`config.mk`:
```
export PLATFORM = sky130hd
export DESIGN_NAME = password_entry_ctrl
export DESIGN_NICKNAME = d
export VERILOG_FILES = /design/src/rtl/password_entry_ctrl.sv
export SDC_FILE = /design/constraint.sdc
export NUM_CORES = 1
export LEC_CHECK = 0
export ABC_AREA = 1
export CORE_ASPECT_RATIO = 0.6
export CORE_MARGIN = 5
export CORE_UTILIZATION = 46
export CTS_CLUSTER_SIZE = 24
export DETAILED_ROUTE_END_ITERATION = 7
export HOLD_SLACK_MARGIN = 0.08
export PLACE_DENSITY = 0.75
export SYNTH_ARGS = -nofsm -noshare
export SYNTH_HDL_FRONTEND = slang
export SYNTH_SLANG_ARGS = --single-unit
```
`constraint.sdc`:
```
create_clock -name clk -period 3 [get_ports clk]
set_input_delay 0.6 -clock clk [delete_from_list [all_inputs] [get_ports clk]]
set_output_delay 0.6 -clock clk [all_outputs]
set_load 0.005 [all_outputs]
```
`src/rtl/password_entry_ctrl.sv`:
```
// password_entry_ctrl: keypad front end for the password lock.
// Buffers up to PW_LEN digits, compares against the stored password on submit,
// holds an unlocked window, and allows reprogramming from the unlocked window.
// Optional failed-attempt lockout is built when PASSWORD_LOCKOUT_EN is defined.
//
// state   | meaning
// ENTRY   | normal digit entry
// CHECK   | one-cycle compare of the full entry against the stored password
// OPEN    | unlocked window, open timer counting down
// PROGRAM | entry of a new password
// LOCK    | failed-attempt lockout (PASSWORD_LOCKOUT_EN only)
module password_entry_ctrl #(
    parameter int                  PW_LEN      = 6,
    parameter logic [4*PW_LEN-1:0] DEFAULT_PW  = 24'h123456,
    parameter int                  OPEN_CYCLES = 16
`ifdef PASSWORD_LOCKOUT_EN
    ,
    parameter int                  MAX_FAIL    = 3,
    parameter int                  LOCK_CYCLES = 64
`endif
) (
    input  logic       clk,
    input  logic       reset,
    input  logic       digit_valid,
    input  logic [3:0] digit,
    input  logic       backspace,
    input  logic       clear,
    input  logic       submit,
    input  logic       prog_req,
    output logic [2:0] count,
    output logic       unlocked,
    output logic       fail,
    output logic       prog_mode,
    output logic       locked
);

    localparam logic [2:0] LEN3      = 3'(PW_LEN);
    localparam int         OT_W      = (OPEN_CYCLES > 1) ? $clog2(OPEN_CYCLES) : 1;
    localparam logic [OT_W-1:0] OPEN_LOAD = OT_W'(OPEN_CYCLES - 1);
`ifdef PASSWORD_LOCKOUT_EN
    localparam int         LT_W      = (LOCK_CYCLES > 1) ? $clog2(LOCK_CYCLES) : 1;
    localparam logic [LT_W-1:0] LOCK_LOAD = LT_W'(LOCK_CYCLES - 1);
    localparam logic [1:0] FAIL_LAST = 2'(MAX_FAIL - 1);
`endif

    typedef enum logic [2:0] {
        ENTRY   = 3'd0,
        CHECK   = 3'd1,
        OPEN    = 3'd2,
        PROGRAM = 3'd3,
        LOCK    = 3'd4
    } state_t;

    state_t              state;
    logic [4*PW_LEN-1:0] entry_buf;
    logic [4*PW_LEN-1:0] stored_pw;
    logic [OT_W-1:0]     open_timer;
    logic [4*PW_LEN-1:0] edit_buf;
    logic [2:0]          edit_count;
`ifdef PASSWORD_LOCKOUT_EN
    logic [LT_W-1:0]     lock_timer;
    logic [1:0]          fail_cnt;
`endif

    // Buffer edit shared by ENTRY and PROGRAM: clear > backspace > digit; submit is
    // resolved in the FSM and takes precedence over this result when clear is low.
    always_comb begin
        edit_buf   = entry_buf;
        edit_count = count;
        if (clear) begin
            edit_buf   = '0;
            edit_count = 3'd0;
        end else if (backspace) begin
            if (count != 3'd0) begin
                edit_count = count - 3'd1;
            end
            for (int i = 0; i < PW_LEN; i++) begin
                if (count == 3'(i + 1)) begin
                    edit_buf[4*(PW_LEN-1-i) +: 4] = 4'd0;
                end
            end
        end else if (digit_valid && (digit <= 4'd9) && (count < LEN3)) begin
            edit_count = count + 3'd1;
            for (int i = 0; i < PW_LEN; i++) begin
                if (count == 3'(i)) begin
                    edit_buf[4*(PW_LEN-1-i) +: 4] = digit;
                end
            end
        end
    end

    // Main controller: state, buffer, stored password, timers and registered outputs.
    always_ff @(posedge clk) begin
        if (reset) begin
            state      <= ENTRY;
            entry_buf  <= '0;
            stored_pw  <= DEFAULT_PW;
            count      <= 3'd0;
            open_timer <= '0;
            unlocked   <= 1'b0;
            fail       <= 1'b0;
            prog_mode  <= 1'b0;
`ifdef PASSWORD_LOCKOUT_EN
            lock_timer <= '0;
            fail_cnt   <= 2'd0;
            locked     <= 1'b0;
`endif
        end else begin
            fail <= 1'b0;
            case (state)
                ENTRY: begin
                    if (submit && !clear) begin
                        if (count == LEN3) begin
                            state <= CHECK;
                        end else begin
                            // Short entry fails straight away without a compare.
                            count     <= 3'd0;
                            entry_buf <= '0;
                            fail      <= 1'b1;
`ifdef PASSWORD_LOCKOUT_EN
                            fail_cnt  <= fail_cnt + 2'd1;
                            if (fail_cnt == FAIL_LAST) begin
                                state      <= LOCK;
                                locked     <= 1'b1;
                                lock_timer <= LOCK_LOAD;
                            end
`endif
                        end
                    end else begin
                        entry_buf <= edit_buf;
                        count     <= edit_count;
                    end
                end

                CHECK: begin
                    count     <= 3'd0;
                    entry_buf <= '0;
                    if (entry_buf == stored_pw) begin
                        state      <= OPEN;
                        unlocked   <= 1'b1;
                        open_timer <= OPEN_LOAD;
`ifdef PASSWORD_LOCKOUT_EN
                        fail_cnt   <= 2'd0;
`endif
                    end else begin
                        state <= ENTRY;
                        fail  <= 1'b1;
`ifdef PASSWORD_LOCKOUT_EN
                        fail_cnt <= fail_cnt + 2'd1;
                        if (fail_cnt == FAIL_LAST) begin
                            state      <= LOCK;
                            locked     <= 1'b1;
                            lock_timer <= LOCK_LOAD;
                        end
`endif
                    end
                end

                OPEN: begin
                    if (clear) begin
                        state    <= ENTRY;
                        unlocked <= 1'b0;
                    end else if (prog_req) begin
                        state     <= PROGRAM;
                        unlocked  <= 1'b0;
                        prog_mode <= 1'b1;
                        count     <= 3'd0;
                        entry_buf <= '0;
                    end else if (open_timer == '0) begin
                        state    <= ENTRY;
                        unlocked <= 1'b0;
                    end else begin
                        open_timer <= open_timer - 1'b1;
                    end
                end

                PROGRAM: begin
                    if (submit && !clear) begin
                        // A short entry is discarded; the old password stays.
                        if (count == LEN3) begin
                            stored_pw <= entry_buf;
                        end
                        state     <= ENTRY;
                        prog_mode <= 1'b0;
                        count     <= 3'd0;
                        entry_buf <= '0;
                    end else begin
                        entry_buf <= edit_buf;
                        count     <= edit_count;
                    end
                end

`ifdef PASSWORD_LOCKOUT_EN
                LOCK: begin
                    if (lock_timer == '0) begin
                        state    <= ENTRY;
                        locked   <= 1'b0;
                        fail_cnt <= 2'd0;
                    end else begin
                        lock_timer <= lock_timer - 1'b1;
                    end
                end
`endif

                default: begin
                    state <= ENTRY;
                end
            endcase
        end
    end

`ifndef PASSWORD_LOCKOUT_EN
    // No lockout hardware in this build.
    assign locked = 1'b0;
`endif

endmodule

```
# --- After elaboration in Yosys (flattened, before gate mapping) ---
# Index checks and enable logic that the tools add are counted.
word_totals:
  out_inout_bits: 7
  regBits: 61
  input_bits: 11
  elab_cells: 107
classes:
  magnitude_cmp: 2
  addsub: 3
  mux: 57
  n_eq_ne: 20
  n_reduce_logical: 17
ops:
  columns: ["op", "n"]
  rows:
  - ["2-to-1 mux 24 bit", 8]
  - ["one-hot mux 24 bit (4 select lines)", 1]
  - ["2-to-1 mux 4 bit", 16]
  - ["2-to-1 mux 3 bit", 15]
  - ["equality test 24 bit", 1]
  - ["one-hot mux 3 bit (4 select lines)", 2]
  - ["inequality test 2 bit (second input constant)", 8]
  - ["equality test 3 x 2 -> 1 bit (second input constant)", 4]
  - ["AND reduction 4 bit", 3]
  - ["2-to-1 mux 1 bit", 10]
  - ["equality test 3 bit (second input constant)", 3]
  - ["one-hot mux 4 bit (2 select lines)", 1]
  - ["equality test 3 x 1 -> 1 bit (second input constant)", 2]
  - ["logical NOT 3 bit", 2]
  - ["one-hot mux 1 bit (2 select lines)", 3]
  - ["AND reduction 3 bit", 2]
  - ["AND reduction 5 bit", 1]
  - ["less-or-equal comparator 4 bit (second input constant)", 1]
  - ["logical NOT 4 bit", 1]
  - ["inequality test 4 bit (second input constant)", 1]
  - ["nonzero test 2 bit", 2]
  - ["nonzero test 4 bit", 1]
  - ["subtractor 4 x 1 -> 4 bit (second input constant)", 1]
  - ["adder 3 x 1 -> 3 bit (second input constant)", 1]
  - ["7 further kinds", 9]

# --- Logic depth before layout (Yosys ltp) ---
logic_depth:
  depth_word: 8
  ltp_mapped: 12
  mapped_depth_nobuf: 12

# --- Worst setup path before layout ---
# No wires, ideal clock.
synth_path:
  path_type: "register to register"
  start: "register state[0]"
  end: "register entry_buf[10]"
  n_path_buf: 1
  setup_time_ns: 0.136
  required_ns: 2.864
  t_arrival_ns: 1.687
  path_stages_with_launch: 13
  path_slack_ns: 1.177
  period_less_slack_ns: 1.823
  cell_sequence: "dfxtp_1 inv_1 ha_1 buf_2 nor2_2 nand2_4 inv_2 nand2_1 nand2_2 nor2_8 nand3_4 nor2_1 a211oi_2"
synth_via:
  elab_chain_len: 3
  elab_cells_between_ends: 10
  cone_classes: "eq/ne: 6; mux: 1; reduce/logical: 3"
synth_rtl:
  columns: ["item", "line_no", "source"]
  rows:
  - ["from (decl)", "54", "state_t state;"]
  - ["from (signal assigned)", "95", "state <= ENTRY;"]
  - ["from (signal assigned)", "114", "state <= CHECK;"]
  - ["from (signal assigned)", "139", "state <= OPEN;"]
  - ["equality test 3 x 2 -> 1 bit (tied with other cells)", "110", "case (state)"]
  - ["nonzero test 4 bit (no source line) (tied with other cells)", null, null]
  - ["AND reduction 4 bit (no source line)", null, null]
  - ["to (signal assigned)", "130", "entry_buf <= edit_buf;"]
  - ["to (signal assigned)", "188", "entry_buf <= edit_buf;"]
  - ["to (decl)", "55", "logic [4*PW_LEN-1:0] entry_buf;"]
# Parallel ways exist; a longest one is shown, timed or not.
# A chain may end at the register's enable or synchronous reset.

# --- Worst setup path after layout ---
layout_path:
  start: "register state[1]"
  end: "register entry_buf[23]"
# Same word-level chain as after synthesis.

==> run summary <==
Count of cell types in the netlist = 31
CTS Buf Count = 9
Final instance area = 3680 um^2
Slew @ Worst Pin = 0.673 ns
Lkg Pwr = 0.00163 uW
Routed vias/inst = 5.08
PortBufs = 16
Power Density = 640 nW/um^2
RePlAce Congestion = 0.910
Hold Path Origin = unlocked
Clk_lat worst skew = 0.33 ns
Tmin final = 2.21 ns
Clock power frac = 39.7%
Worst R2R Path Depth = 11
Hold Path Class = reg2reg
Worst setup EP type = flop
Crit path required time = 3.21 ns
Area post-placement = 3410 um^2
Post-Route WL = 7.22 mm
Die area = 8690 um^2
Synth async-reset ratio = 0%
Worst Setup Start Kind = flop
I/O Pins = 18
Final Util = 55.2%
Setup Skew = 0.00701 ns
Share of the synthesized area in the top cell type = 38.0%
Area grow syn2layout = 16.4%
Root Buffer = clkbuf_16
Iteration-0 DRC Markers = 210
Normalized max-slew margin = 55.0%
Post-synthesis mux area share = 0%
Simple-Gate Fraction of Synth Area = 27.9%
Switching pwr = 707 uW
P_int = 1650 uW
Initial Util = 47.4%
Yosys Warn Count = 0
Final ANT Viol Nets = 0
Sw Ratio = 30.0%
Critical path origin = state[1]
Number of post-CTS setup repair buffers = 0
Layout cell share with drive strength beyond 1 = 8.70%
Register area share after synthesis = 38.0%
Mapped Cells = 461
XOR/XNOR share of the synthesized area = 0.830%
Post-DR wirelength/cell = 12.7 um
Outcome = finished clean
Critical path peak fanout = 10
# setup viols final = 0
Peak supply drop = 0.000387 V
Post-DP HPWL = 5.13 mm
Count leader, synth = nand2_1
FF+latch count, synth = 60
Final Hold Viols = 0
Clock H-tree levels = 3
Synth cell count leaders = nand2_1, inv_1, dfxtp_1
CTS Buffer Depth = 2
# resized after CTS = 0
Area contributors post-synth = dfxtp_1, nand2_1, inv_1
Total negative slack = 0 ns
DRC = 0
Chip width = 117 um
Routed vias = 2896
Syn_nets = 483
Fmax = 0.453 GHz
Post-Synth Adder-Cell Area = 4.35%
Critical path arrival = 2.41 ns
Hold-fix buffer count after cts = 0
CTS clk-pin slew, worst paths = 0.05 ns
Slew Limit Fails = 0
Clk sinks = 60
Gr usage total = 18.2%
Seq pwr share = 38.9%
Core area = 6680 um^2
Post-synth EDFFs = 0
Worst reg2reg startpoint = state[1]
Comb pwr share = 21.4%
Post-synth top area cell = dfxtp_1
Hold WS = 0.470 ns
Syn Area/Cell = 6.86 um^2
Worst hold path cell count = 2
Global-route wire length before repair = 12.2 mm
Nets@finish = 501
Pre-antenna DRT Iters = 5
Total gr overflow = 0
Worst Hold Path EP = unlocked
Die Y = 74.2 um
Complex-gate fraction of the synthesized area = 18.7%
Initial antenna violation count = 0
Largest family of logic cells by synthesized area = simple AND/OR/NAND/NOR gates
Part of the cycle the worst path needs = 73.6%
Ant. Diodes = 0
Main synth FF type = dfxtp_1
Vias in the first global route = 2633
TritonCTS clock tree = built
Pin count of the biggest net entering global routing = 44
Reg2reg end = entry_buf[23]
RSZ-0062 raised after global routing = no
# rows = 23
Max cap viols = 0
Reg-to-reg setup timing slack = 0.79 ns
Mapped Area = 3160 um^2
Crit Path Class = reg2reg
-- area by class of cell --
cell class	instances	area, um^2
Clock inverter	2	10.0
Fill cell	621	2990
Sequential cell	60	1200
Inverter	71	267
Timing Repair Buffer	19	195
Clock buffer	13	260
Tap cell	87	109
Multi-Input combinational cell	318	1640
-- how the worst max path moves through the flow --
stage	end	slack [ns]
after global placement	entry_buf[9]	0.62
after floorplan	entry_buf[10]	1.18
after global routing	entry_buf[4]	0.59
after detailed placement	entry_buf[16]	0.53
final	entry_buf[23]	0.79
after CTS	entry_buf[16]	0.82
-- through the flow --
stage | setup slack (ns) | instances | total power (uW)
floorplan | 1.18 | 461 | 1290
global placement | 0.615 | 555 | 1410
detailed placement | 0.526 | 555 | 1430
CTS | 0.820 | 570 | 2370
global route | 0.592 | 570 | 2490
finish | 0.792 | 570 | 2360
-- critical path, cell delays in order (launching register included) --
cell	delay, ns
dfxtp_1	0.39
inv_1	0.09
ha_1	0.51
nor2_2	0.11
nand2_4	0.13
inv_2	0.03
nand2_1	0.09
nand2_2	0.09
nor2_8	0.22
nand2_2	0.16
o21ai_0	0.21
a21oi_1	0.06
-- power by group through the flow --
stage,combinational [uW],clock [uW],sequential (uW)
2_1_floorplan,369,0,922
3_3_place_gp,486,0,927
3_5_place_dp,499,0,929
4_1_cts,502,953,914
5_1_grt,572,997,926
6_report,505,935,915
-- metal layers --
metal  wire, um  GRT usage [%]  vias to the layer above  part of all wire [%]
met5          0              0                        -                     0
met1       3590           25.1                     1298                    50
met2       3060           26.7                       76                    42
met3        464           6.42                       14                   6.4
li1           -              -                     1508                     -
met4        108           5.60                        0                   1.5
-- flip-flops by register name, indices dropped and copies added (netlist names) --
signal      flops
entry_buf      24
stored_pw      24
open_timer      4
count           3
state           2
fail            1
prog_mode       1
unlocked        1
-- cells by family after synthesis --
kind of cell	Yosys count
DFF	60
buffers and inverters	83
adders and majority gates	11
and+or+nand+nor	200
AOI/OAI and AO/OA	103
other	1
xor gates and xnor gates	3
-- layout by cell type (no fill, tap or decap), drive strengths merged, types with 11 or more instances in the layout --
cell | Yosys | routed
nand2 | 124 | 124
inv | 71 | 71
dfxtp | 60 | 60
nor2 | 47 | 47
a21oi | 44 | 44
o21ai | 41 | 41
clkdlybuf4s50 | 0 | 16
nand3 | 16 | 16
clkbuf | 6 | 13
ha | 11 | 11
Note: power is estimated with default switching activity, not from simulation.
